[src/rtl/sdf9_frame_ctrl.sv]
// rtl/sdf9_frame_ctrl.sv - 9-point SDF FFT frame sequencer (optional ping-pong buffering: SDF9_PINGPONG_EN)
module sdf9_frame_ctrl #(
  parameter int WIDTH   = 16,
  parameter int GAP     = 12,
  parameter int TIMEOUT = 32,
  parameter int FID_W   = 4
) (
  input  logic             clk,
  input  logic             rst_n,
  input  logic             enable,
  input  logic             s_valid,
  output logic             s_ready,
  input  logic             s_sop,
  input  logic [WIDTH-1:0] s_re,
  input  logic [WIDTH-1:0] s_im,
  output logic             fft_rst,
  output logic             fft_on,
  output logic             fft_di_en,
  output logic [WIDTH-1:0] fft_di_re,
  output logic [WIDTH-1:0] fft_di_im,
  input  logic             fft_do_en,
  input  logic [WIDTH-1:0] fft_do_re,
  input  logic [WIDTH-1:0] fft_do_im,
  output logic             m_valid,
  output logic             m_sop,
  output logic             m_eop,
  output logic [3:0]       m_idx,
  output logic [FID_W-1:0] m_fid,
  output logic [WIDTH-1:0] m_re,
  output logic [WIDTH-1:0] m_im,
  output logic             err_sop,
  output logic             err_timeout,
  output logic             busy
);

`ifdef SDF9_PINGPONG_EN
  localparam int NBUF = 2;
`else
  localparam int NBUF = 1;
`endif
  localparam int GW = $clog2(GAP + 1);
  localparam int WW = $clog2(TIMEOUT + 1);

  typedef enum logic [1:0] {S_IDLE, S_LOAD, S_BURST, S_GAP} state_t;
  state_t state, state_nx;

  logic [WIDTH-1:0] mem_re [NBUF][9];
  logic [WIDTH-1:0] mem_im [NBUF][9];
  logic [3:0]       wr_idx, rd_idx, store_idx, out_cnt;
  logic             wr_sel, rd_sel;
  logic [NBUF-1:0]  full;
  logic [GW-1:0]    gap_cnt;
  logic [WW-1:0]    wd_cnt;
  logic             wd_armed, wd_fire, rst_q, rst_hold;
  logic             accept, store, last_wr, sop_err, frame_rdy, blocked;
  logic             burst_go, burst_last;
  logic [FID_W-1:0] fid;

`ifdef SDF9_PINGPONG_EN
  assign s_ready = (state != S_IDLE) && !full[wr_sel];
`else
  assign s_ready = (state == S_LOAD) && !full[wr_sel];
`endif

  assign accept     = s_valid && s_ready;
  // a sop restarts the frame at index 0; a non-sop sample at index 0 is dropped
  assign store      = accept && (s_sop || (wr_idx != 4'd0));
  assign store_idx  = s_sop ? 4'd0 : wr_idx;
  assign last_wr    = accept && !s_sop && (wr_idx == 4'd8);
  assign sop_err    = accept && (s_sop != (wr_idx == 4'd0));
  assign frame_rdy  = full[rd_sel] || (last_wr && (wr_sel == rd_sel));
  assign wd_fire    = wd_armed && !fft_do_en && (wd_cnt == WW'(TIMEOUT - 1));
  // never start a burst into an FFT that is (about to be) held in reset
  assign blocked    = rst_q || wd_fire;
  assign burst_go   = (state == S_BURST) && ((rd_idx != 4'd0) || !blocked);
  assign burst_last = burst_go && (rd_idx == 4'd8);

  assign fft_di_en = burst_go;
  assign fft_on    = burst_go;
  assign fft_di_re = burst_go ? mem_re[rd_sel][rd_idx] : '0;
  assign fft_di_im = burst_go ? mem_im[rd_sel][rd_idx] : '0;
  assign fft_rst   = rst_q;
  assign busy      = (state != S_IDLE);

  // state register and flush-gap counter
  always_ff @(posedge clk or negedge rst_n) begin
    if (!rst_n) begin
      state   <= S_IDLE;
      gap_cnt <= '0;
    end else begin
      state   <= state_nx;
      gap_cnt <= (state == S_GAP) ? gap_cnt + 1'b1 : '0;
    end
  end

  // next-state logic
  always_comb begin
    state_nx = state;
    case (state)
      S_IDLE:  if (enable) state_nx = S_LOAD;
      S_LOAD: begin
        if (frame_rdy && !blocked) state_nx = S_BURST;
        else if (!enable)          state_nx = S_IDLE;
      end
      S_BURST: if (burst_last) state_nx = S_GAP;
      S_GAP: begin
        if (gap_cnt == GW'(GAP - 1)) begin
          if (!enable)                    state_nx = S_IDLE;
          else if (frame_rdy && !blocked) state_nx = S_BURST;
          else                            state_nx = S_LOAD;
        end
      end
      default: state_nx = S_IDLE;
    endcase
  end

  // frame buffer bookkeeping: write pointer, read pointer, full flags, sop errors
  always_ff @(posedge clk or negedge rst_n) begin
    if (!rst_n) begin
      wr_idx  <= '0;
      rd_idx  <= '0;
      wr_sel  <= 1'b0;
      rd_sel  <= 1'b0;
      full    <= '0;
      err_sop <= 1'b0;
    end else begin
      err_sop <= sop_err;
      if (store) begin
        if (last_wr) begin
          wr_idx <= '0;
          if (NBUF == 2) wr_sel <= ~wr_sel;
        end else begin
          wr_idx <= store_idx + 4'd1;
        end
      end
      if (burst_go) rd_idx <= (rd_idx == 4'd8) ? 4'd0 : rd_idx + 4'd1;
      if (burst_last) begin
        full[rd_sel] <= 1'b0;
        if (NBUF == 2) rd_sel <= ~rd_sel;
      end
      if (last_wr) full[wr_sel] <= 1'b1;
    end
  end

  // sample storage, contents are don't-care after reset
  always_ff @(posedge clk) begin
    if (store) begin
      mem_re[wr_sel][store_idx] <= s_re;
      mem_im[wr_sel][store_idx] <= s_im;
    end
  end

  // watchdog and two-cycle FFT soft reset
  always_ff @(posedge clk or negedge rst_n) begin
    if (!rst_n) begin
      rst_q       <= 1'b1;
      rst_hold    <= 1'b0;
      err_timeout <= 1'b0;
      wd_armed    <= 1'b0;
      wd_cnt      <= '0;
    end else begin
      err_timeout <= wd_fire;
      if (wd_fire) begin
        rst_q    <= 1'b1;
        rst_hold <= 1'b1;
      end else if (rst_hold) begin
        rst_hold <= 1'b0;
      end else begin
        rst_q <= 1'b0;
      end
      if (burst_last) begin
        wd_armed <= 1'b1;
        wd_cnt   <= WW'(1);
      end else if (wd_armed) begin
        if (fft_do_en || wd_fire) wd_armed <= 1'b0;
        else                      wd_cnt   <= wd_cnt + 1'b1;
      end
    end
  end

  // output framing: register FFT output, count index, advance frame id after eop
  always_ff @(posedge clk or negedge rst_n) begin
    if (!rst_n) begin
      m_valid <= 1'b0;
      m_sop   <= 1'b0;
      m_eop   <= 1'b0;
      m_idx   <= '0;
      m_fid   <= '0;
      m_re    <= '0;
      m_im    <= '0;
      out_cnt <= '0;
      fid     <= '0;
    end else begin
      m_valid <= fft_do_en;
      if (fft_do_en) begin
        m_re  <= fft_do_re;
        m_im  <= fft_do_im;
        m_idx <= out_cnt;
        m_sop <= (out_cnt == 4'd0);
        m_eop <= (out_cnt == 4'd8);
        m_fid <= fid;
        if (out_cnt == 4'd8) begin
          out_cnt <= '0;
          fid     <= fid + 1'b1;
        end else begin
          out_cnt <= out_cnt + 4'd1;
        end
      end else begin
        m_sop   <= 1'b0;
        m_eop   <= 1'b0;
        out_cnt <= '0;
      end
    end
  end

endmodule

[config.mk]
export PLATFORM = sky130hd
export DESIGN_NAME = sdf9_frame_ctrl
export DESIGN_NICKNAME = d
export VERILOG_FILES = /design/src/rtl/sdf9_frame_ctrl.sv
export SDC_FILE = /design/constraint.sdc
export NUM_CORES = 1
export LEC_CHECK = 0
export ABC_AREA = 1
export CAP_MARGIN = 20
export CORE_ASPECT_RATIO = 0.75
export CORE_MARGIN = 4
export CORE_UTILIZATION = 50
export CTS_BUF_LIST = sky130_fd_sc_hd__clkbuf_4 sky130_fd_sc_hd__clkbuf_8
export DETAILED_ROUTE_END_ITERATION = 16
export PLACE_DENSITY = 0.82
export SKIP_CTS_REPAIR_TIMING = 1
export SYNTH_ARGS = -nofsm -noshare
export SYNTH_HDL_FRONTEND = slang
export SYNTH_SLANG_ARGS = --single-unit
export TNS_END_PERCENT = 10
[constraint.sdc]
create_clock -name clk -period 4.9 [get_ports clk]
set_input_delay 0.98 -clock clk [delete_from_list [all_inputs] [get_ports clk]]
set_output_delay 0.98 -clock clk [all_outputs]
set_load 0.03 [all_outputs]
# After elaboration in Yosys (flattened, before gate mapping)

Memories as Yosys holds them, arrays and structs flattened.
Index checks and enable logic that the tools add are counted.

Output and inout bits: 82
Input bits: 70
Memories kept: 2
Logic and storage cells: 133
Memory bits (writable): 288
Bits in registers: 77

Order comparisons: 7
Equal/unequal tests: 16
Mux-type cells: 43
Bitwise operators: 5
Add/subtract/negate cells: 6
Reductions and logical operators: 34

Memories:

| name   | depth | width | rd ports | clocked after memory_dff | write ports | line | RTL |
|---|---|---|---|---|---|---|---|
| mem_im | 1     | 144   | 1        | 0                        | 1           | 48   | `logic [WIDTH-1:0] mem_im [NBUF][9];` |
| mem_re | 1     | 144   | 1        | 0                        | 1           | 47   | `logic [WIDTH-1:0] mem_re [NBUF][9];` |

Operators with widths:

| operator                                                             | number |
|---|---|
| 144-bit 2-to-1 mux                                                   | 1 |
| 16-bit binary-select mux with 4-bit select                           | 2 |
| 16-bit 2-to-1 mux                                                    | 7 |
| 16-bit demux with 4-bit select                                       | 1 |
| 4-bit 2-to-1 mux                                                     | 6 |
| 4-bit by 1-bit adder with 4-bit output, second input constant        | 5 |
| 6-bit 2-to-1 mux                                                     | 3 |
| 4-bit == test, second input constant                                 | 4 |
| 1-bit logical AND                                                    | 15 |
| 1-bit 2-to-1 mux                                                     | 15 |
| 2-bit 2-to-1 mux                                                     | 7 |
| 5-bit greater-or-equal comparator, second input constant             | 2 |
| 4-bit inverter with 5-bit output                                     | 2 |
| 4-bit logical NOT                                                    | 2 |
| 2-bit inequality test, second input constant                         | 4 |
| 2-bit one-hot mux with 4 select lines                                | 1 |
| 4-bit nonzero test                                                   | 2 |
| 6-bit by 1-bit adder with 6-bit output, second input constant        | 1 |
| 6-bit by 5-bit == test with 1-bit output, second input constant      | 1 |
| 1-bit logical OR                                                     | 5 |
| 5-bit by 1-bit < comparator with 1-bit output, second input constant | 1 |
| 2-bit == test, second input constant                                 | 2 |
| 1-bit logical NOT                                                    | 4 |
| 2-bit AND reduction                                                  | 2 |
| other kinds (13)                                                     | 16 |

# Logic depth before layout (Yosys ltp)

Gate-level depths: netlist of run 1.

Word-level depth: 14
Gate-level depth with buffers: 10
Mapped depth without buffers: 9

# Worst setup path before layout of run 1

OpenSTA, ideal clock, no wires.

Path kind: input -> register
Start: input port s_sop
End: memory mem_im[0][80] (netlist bit) (enable)
Buffers on the path: 0
Setup time: 461 ps
Slack: 715 ps
Cell stages on the path: 4
Data arrival time: 3724 ps
Cell sequence: nor2_1 > ha_1 > inv_1 > nor3_1

Word-level cells in the longest chain between the ends: 7
Elaborated cells on any way between the ends: 11
Those cells by class: order compare (2); mux (5); bitwise (1); reduce/logical (3)

Ends and longest elaborated chain:

| what                                                                                                                     | line | RTL |
|---|---|---|
| from (decl)                                                                                                              | 13   | `input logic s_sop,` |
| 4-bit 2-to-1 mux                                                                                                         | 68   | `assign store_idx = s_sop ? 4'd0 : wr_idx;` |
| 4-bit inverter with 5-bit output (implied by the code)                                                                   | 149  | `mem_im[wr_sel][store_idx] <= s_im;` |
| 5-bit greater-or-equal comparator (implied by the code) or 5-bit by 1-bit < comparator with 1-bit output (tied branches) | 149  |  |
| 1-bit logical AND (implied by the code)                                                                                  | 149  |  |
| 16-bit 2-to-1 mux (implied by the code)                                                                                  | 149  |  |
| 16-bit demux with 4-bit select                                                                                           | 149  |  |
| 144-bit 2-to-1 mux (implied by the code) *                                                                               | 149  |  |
| to (decl)                                                                                                                | 48   |  |

Mark *: on every way between the ends. The rest lies on a longest branch, timed or not.

# Worst setup path in the final report of run 1

Start: register rd_idx[3]
End: output port fft_di_re[12]

Word-level cells in the longest chain between the ends: 5
Elaborated cells on any way between the ends: 8
Those cells by class: mux (4); bitwise (1); reduce/logical (3)

Ends and longest elaborated chain:

| what                                                   | line | RTL |
|---|---|---|
| from (decl)                                            | 49   | `logic [3:0] wr_idx, rd_idx, store_idx, out_cnt;` |
| from (signal assigned)                                 | 136  | `if (burst_go) rd_idx <= (rd_idx == 4'd8) ? 4'd0 : rd_idx + 4'd1;` |
| 4-bit inverter with 5-bit output (implied by the code) | 80   | `assign fft_di_re = burst_go ? mem_re[rd_sel][rd_idx] : '0;` |
| 16-bit binary-select mux with 4-bit select             | 80   |  |
| 16-bit 2-to-1 mux (implied by the code) (2 in series)  | 80   |  |
| 16-bit 2-to-1 mux *                                    | 80   |  |
| to (decl)                                              | 19   | `output logic [WIDTH-1:0] fft_di_re,` |

Mark *: on every way between the ends. The rest lies on a longest branch, timed or not. The select of a mux whose other input is x is not followed.

==> impl_results.md, run 1 <==
- Worst clock skew: 30.3 ps
- I/O Pins: 152
- 1st-iter DRT viols: 957
- Remaining global-route overflow: 0
- Clock latency on the worst-skew pair: 590 ps
- Leading post-synthesis cells by cell area: edfxtp_1 (58%), dfrtp_1 (13%), nand2_1 (4.7%)
- Count leader, synth: edfxtp_1
- Post-Syn Instances: 1,160
- R2r setup slk: 2600 ps
- Post-synthesis simple-gate area fraction: 13.9%
- Relative slew slack: 30.6%
- Drt first pass iters: 5
- Crit-path max FO: 64
- Share of post-route cells with drive strength above 1: 16.8%
- Worst path required time: 3920 ps
- Via count: 9,686
- Placement Cell Area: 16,700 µm²
- ANT nets after route: 0
- Fin. Hold Viols: 0
- Die Width: 207 µm
- CTS Sinks: 364
- Finished Core Util: 60.9%
- Setup TNS: 0 ps
- Post-synthesis cell type with the largest combined area: edfxtp_1
- Max VDD drop: 0.387 mV
- Final number of setup-violating endpoints: 0
- Outcome: complete, no violations
- Routed WL: 33,700 µm
- Worst r2r src: state[1]
- Slowest CP cell: nor2_8
- Worst-margin pin slew: 1040 ps
- Vias in the first global route: 9,891
- Core ar.: 29,200 µm²
- Crit path launch: rd_idx[3]
- Area grow syn2layout: 19.5%
- Multiplexer area fraction after synthesis: 0%
- Largest family of logic cells by synthesized area: simple AND/OR/NAND/NOR gates
- CTS tree: yes
- Synth Area in XOR/XNOR: 0.648%
- Arrival @ worst endpoint: 2980 ps
- Pin count of the biggest net entering global routing: 161
- Post-DR wirelength/cell: 19.2 µm
- Crit end category: output pin
- Clock Tree Root: clkbuf_8
- DIE AREA: 32,600 µm²
- H-tree Lvls: 2
- MaxCap Viol Count: 0
- Final GP Congestion: 0.800
- Number of synthesized flops with an enable pin: 288
- Mapped Area: 14,900 µm²
- Fmax: 253 MHz
- Total track usage: 20.3%
- Initial antenna violation count: 2
- Num CTS Buffers: 53
- Yosys top cell area share: 58.2%
- Fin crit period: 3960 ps
- Largest stage delay on the critical path: 850 ps
- Starting Density: 50.9%
- CTS clk-pin slew, worst paths: 70 ps
- Mean post-synth cell area: 12.8 µm²
- Pwr Total: 9.01 mW
- CP Capture Point: fft_di_re[12]
- Max Root-Sink Buffers: 3
- Post-Synth Adder-Cell Area: 1.01%
- CP startpoint kind: register
- Crit share post-route: 80.8%
- Syn_nets: 1,242
- Crit Path Class: reg2out
- Detailed Place HPWL: 19,900 µm
- # DRC: 0
- Design Area, Final: 17,800 µm²
- Unrepaired setup endpoints after global routing: no
- Worst path cell trace: nor2_8 -> nand3_4 -> nand2_4 -> nor2_1 -> buf_12
- Yosys Warn Count: 2
- Most used DFF post-synth: edfxtp_1
- Nets: 1,403
- First-pass GRT wire length: 53,300 µm
- Compound-cell area share of the yosys netlist: 9.71%
- Hold crit path type: reg2reg
- Synth cell types: 41
- Register area share after synthesis: 71.0%
- Most instantiated cells after synthesis: edfxtp_1 (288), nand2_1 (186), nor2_1 (80)
- Die H: 157 µm
- Async SR Flop Fraction: 20.9%
- Slew Viols, Final: 0
- Seq cells post-synth: 364
- Via density: 5.51
- Worst reg2reg path endpoint: mem_re[0][90]
- PD cells: 507 nW/µm²
- Std cell rows: 54
- Register-to-Register Path Depth: 8
- LEAKAGE: 6.51 nW
- Port bufs: 151
-- cells by family after synthesis --
logic type               count (synthesis)
AO/OA/AOI/OAI                          225
XOR/XNOR                                11
adder cells (fa/ha/maj)                 12
buffers and inverters                  109
flip-flops                             364
AND/OR/NAND/NOR                        439
-- flip-flops by register name (all words and copies together), names as in the netlist --
signal	cells
rd_idx	4
m_eop	1
wd_cnt	6
m_fid	4
fft_rst	1
fid	4
m_valid	1
m_im	16
m_re	16
wd_armed	1
gap_cnt	4
err_timeout	1
out_cnt	4
wr_idx	4
state	2
mem_im	144
err_sop	1
full	1
mem_re	144
m_idx	4
m_sop	1
-- metal layers --
layer  part of all wire, %  vias to the layer above  global-route usage (%)
li1                      -                     4514                       -
met1                    42                     4739                    27.3
met2                    48                      371                    33.5
met3                   7.5                       60                    4.48
met4                   2.4                        2                    7.14
met5                 0.039                        -                       0
-- critical path, delay by kind of cell, from the launching register on --
kind          cells  cell delay [ps]
buf+inv           1              180
flops             1              540
simple gates      4             1680
-- report_power, final --
group / switching (mW) / leakage, nW / internal (mW)
clock: 1.14 / 0.575 / 1.24
sequential: 0.136 / 3.51 / 3.44
combinational: 1.98 / 2.42 / 1.07
-- cells in the final DEF, fill, tap and decap left out, types with 4 or more instances in the layout --
cell type,Yosys,final
edfxtp_1,288,288
nand2_1,186,186
clkdlybuf4s50_1,0,116
nor2_1,80,80
o21ai_0,77,77
dfrtp_1,75,74
o211ai_1,69,69
nand3_1,60,60
clkbuf_8,0,57
o21a_1,56,56
or2_2,50,50
buf_4,8,50
inv_1,35,35
nand4_1,35,35
clkbuf_4,0,20
o21ai_1,14,14
ha_1,12,12
clkinv_2,0,12
clkinv_1,1,9
nor3_2,0,8
xor2_1,8,8
buf_12,0,7
a21oi_1,6,6
inv_2,4,4
-- worst min-delay path by stage --
stage,from,to,slack [ps],depth (start not counted)
5_1_grt,gap_cnt[0],gap_cnt[0],490,1
3_3_place_gp,gap_cnt[0],gap_cnt[0],450,1
2_1_floorplan,gap_cnt[0],gap_cnt[0],430,1
4_1_cts,gap_cnt[0],gap_cnt[0],470,1
3_5_place_dp,m_im[8],m_im[8],460,2
6_report,gap_cnt[0],gap_cnt[0],470,1
-- through the flow --
stage / std cells / hold slack (ps) / setup slack (ps)
6_report: 1759 / 466 / 943
5_1_grt: 1759 / 488 / 755
4_1_cts: 1758 / 471 / 883
3_5_place_dp: 1658 / 457 / 1130
3_3_place_gp: 1657 / 449 / 1150
2_1_floorplan: 1160 / 433 / 715
-- final cells by class --
class / instances / area, µm²
Antenna cell: 1 / 2.50
Clock buffer: 77 / 935
Clock inverter: 23 / 130
Fill cell: 2169 / 11400
Inverter: 41 / 156
Multi-Input combinational cell: 687 / 3810
Sequential cell: 364 / 10600
Tap cell: 392 / 490
Timing Repair Buffer: 174 / 1690
Note: power is estimated with default switching activity, not from simulation.
==> inputs of run 2 (changes only) <==
--- a/config.mk
+++ b/config.mk
@@ -12,7 +12,7 @@
 export CORE_UTILIZATION = 50
 export CTS_BUF_LIST = sky130_fd_sc_hd__clkbuf_4 sky130_fd_sc_hd__clkbuf_8
 export DETAILED_ROUTE_END_ITERATION = 16
-export PLACE_DENSITY = 0.82
+export PLACE_DENSITY = 0.84
 export SKIP_CTS_REPAIR_TIMING = 1
 export SYNTH_ARGS = -nofsm -noshare
 export SYNTH_HDL_FRONTEND = slang
==> constraint.sdc (replaced) <==
create_clock -name clk -period 3.61 [get_ports clk]
set_input_delay 0.722 -clock clk [delete_from_list [all_inputs] [get_ports clk]]
set_output_delay 0.722 -clock clk [all_outputs]
set_load 0.03 [all_outputs]
==> impl_results.md, run 2 (same netlist as run 1, synthesis figures left out) <==
- Outcome: complete, no violations (unchanged)
- Std cell rows: 54 (unchanged)
- Routed WL: 32,800 µm (was 33,700 µm)
- Most frequent cells in the layout: edfxtp_1 (288), nand2_1 (186), clkdlybuf4s50_1 (116) (unchanged)
- LEAKAGE: 6.51 nW (about the same)
- Max Root-Sink Buffers: 3 (unchanged)
- Fin crit period: 3410 ps
- Port bufs: 151 (unchanged)
- Die Width: 207 µm (unchanged)
- Worst path required time: 2890 ps (was 3920 ps)
- Final worst slack: 204 ps (was 943 ps)
- Starting Density: 50.9% (unchanged)
- # DRC: 0 (unchanged)
- Core ar.: 29,200 µm² (unchanged)
- Crit share post-route: 94.3%
- Hold crit path type: in2async (was reg2reg)
- Crit-path max FO: 37 (was 64)
- Slew Viols, Final: 0 (unchanged)
- Detailed Place HPWL: 19,000 µm (was 19,900 µm)
- Drt first pass iters: 5 (unchanged)
- Vias in the first global route: 9,689 (was 9,891)
- Unrepaired setup endpoints after global routing: no (unchanged)
- Pwr Total: 12.3 mW (was 9.01 mW)
- ANT cells: 0 (was 1)
- Via count: 9,598 (was 9,686)
- ANT nets after route: 0 (unchanged)
- First-pass GRT wire length: 51,100 µm (was 53,300 µm)
- Worst-margin pin slew: 928 ps (was 1040 ps)
- Max VDD drop: 0.526 mV (was 0.387 mV)
- PD cells: 692 nW/µm² (was 507 nW/µm²)
- Placement Cell Area: 16,700 µm² (about the same)
- Final GP Congestion: 0.799 (was 0.800)
- Most common cell after layout, fill and taps aside: edfxtp_1 (unchanged)
- H-tree Lvls: 2 (unchanged)
- Clock Tree Root: clkbuf_8 (unchanged)
- Crit Path Class: reg2out (unchanged)
- CP startpoint kind: register (unchanged)
- Post-place setup slack: 412 ps (was 1130 ps)
- Crit end category: output pin (unchanged)
- Final number of setup-violating endpoints: 0 (unchanged)
- Worst clock skew: 33.3 ps (was 30.3 ps)
- Design Area, Final: 17,800 µm² (about the same)
- Post-DR wirelength/cell: 18.7 µm (was 19.2 µm)
- Num CTS Buffers: 55 (was 53)
- Finished Core Util: 61.0% (was 60.9%)
- CTS tree: yes (unchanged)
- Largest regs: mem_im (144), mem_re (144) (unchanged)
- 1st-iter DRT viols: 984 (was 957)
- Share of post-route cells with drive strength above 1: 16.2% (was 16.8%)
- Remaining global-route overflow: 0 (unchanged)
- Total track usage: 19.4% (was 20.3%)
- Hold Slack: 303 ps (was 466 ps)
- CTS Sinks: 364 (unchanged)
- Fin. Hold Viols: 0 (unchanged)
- Die H: 157 µm (unchanged)
- MaxCap Viol Count: 0 (unchanged)
- Clock latency on the worst-skew pair: 590 ps (about the same)
- Initial antenna violation count: 0 (was 2)
- Arrival @ worst endpoint: 2680 ps (was 2980 ps)
- Fmax: 294 MHz
- Relative slew slack: 38.1% (was 30.6%)
- Area grow syn2layout: 19.8% (was 19.5%)
- DIE AREA: 32,600 µm² (unchanged)
- Via density: 5.47 (was 5.51)
- Nets: 1,404 (was 1,403)
- I/O Pins: 152 (unchanged)
- CTS clk-pin slew, worst paths: 60 ps (was 70 ps)
- Pin count of the biggest net entering global routing: 132 (was 161)
run 2: final timing paths:
check	from	to	slack, ps	depth (start not counted)
max	rd_idx[3]	fft_di_im[12]	200	8
min	rst_n	m_eop	300	1
max reg2reg	state[1]	mem_re[0][22]	1400	8
min reg2reg	m_im[14]	m_im[14]	470	2
max in group asynchronous	rst_n	rd_idx[0]	2620	1
min in group clk	m_im[14]	m_im[14]	470	2
run 2: layout make-up:
cell class	instances	area [µm²]
clock buffers	75	920
clock inverters	24	173
fillers	2149	11400
inverters	41	156
multi-input cells	687	3820
flip-flops and latches	364	10600
well taps	392	490
repair buffers	173	1700
run 2: critical path, stage by stage, from the launching register on:
cell and delay (ps):
dfrtp_1 560, nor2_8 480, buf_12 260, o21a_1 140
o21ai_0 70, nand3_1 110, nand2_1 100, nor2_1 170
buf_4 200
run 2: routing by layer:
| metal | track usage (%) | wire length (µm) | part of all wire, % | vias to the layer above |
|---|---|---|---|---|
| li1 | - | - | - | 4506 |
| met1 | 26.6 | 13800 | 42 | 4652 |
| met2 | 31.8 | 16000 | 49 | 373 |
| met3 | 3.35 | 2220 | 6.8 | 67 |
| met4 | 6.77 | 784 | 2.4 | 0 |
| met5 | 0 | 0 | 0 | - |
run 2: metrics by stage:
step | setup TNS [ps] | cells
4_1_cts | 0 | 1756
5_1_grt | 0 | 1756
6_report | 0 | 1756
2_1_floorplan | -90570 | 1160
3_5_place_dp | 0 | 1657
3_3_place_gp | 0 | 1657
run 2: report_power, final:
part           leakage (nW)  switching [mW]  internal [mW]
Combinational          2.42            2.69           1.52
Sequential             3.51           0.137           4.67
Clock                 0.572            1.51           1.80
Total                  6.51            4.33           7.99
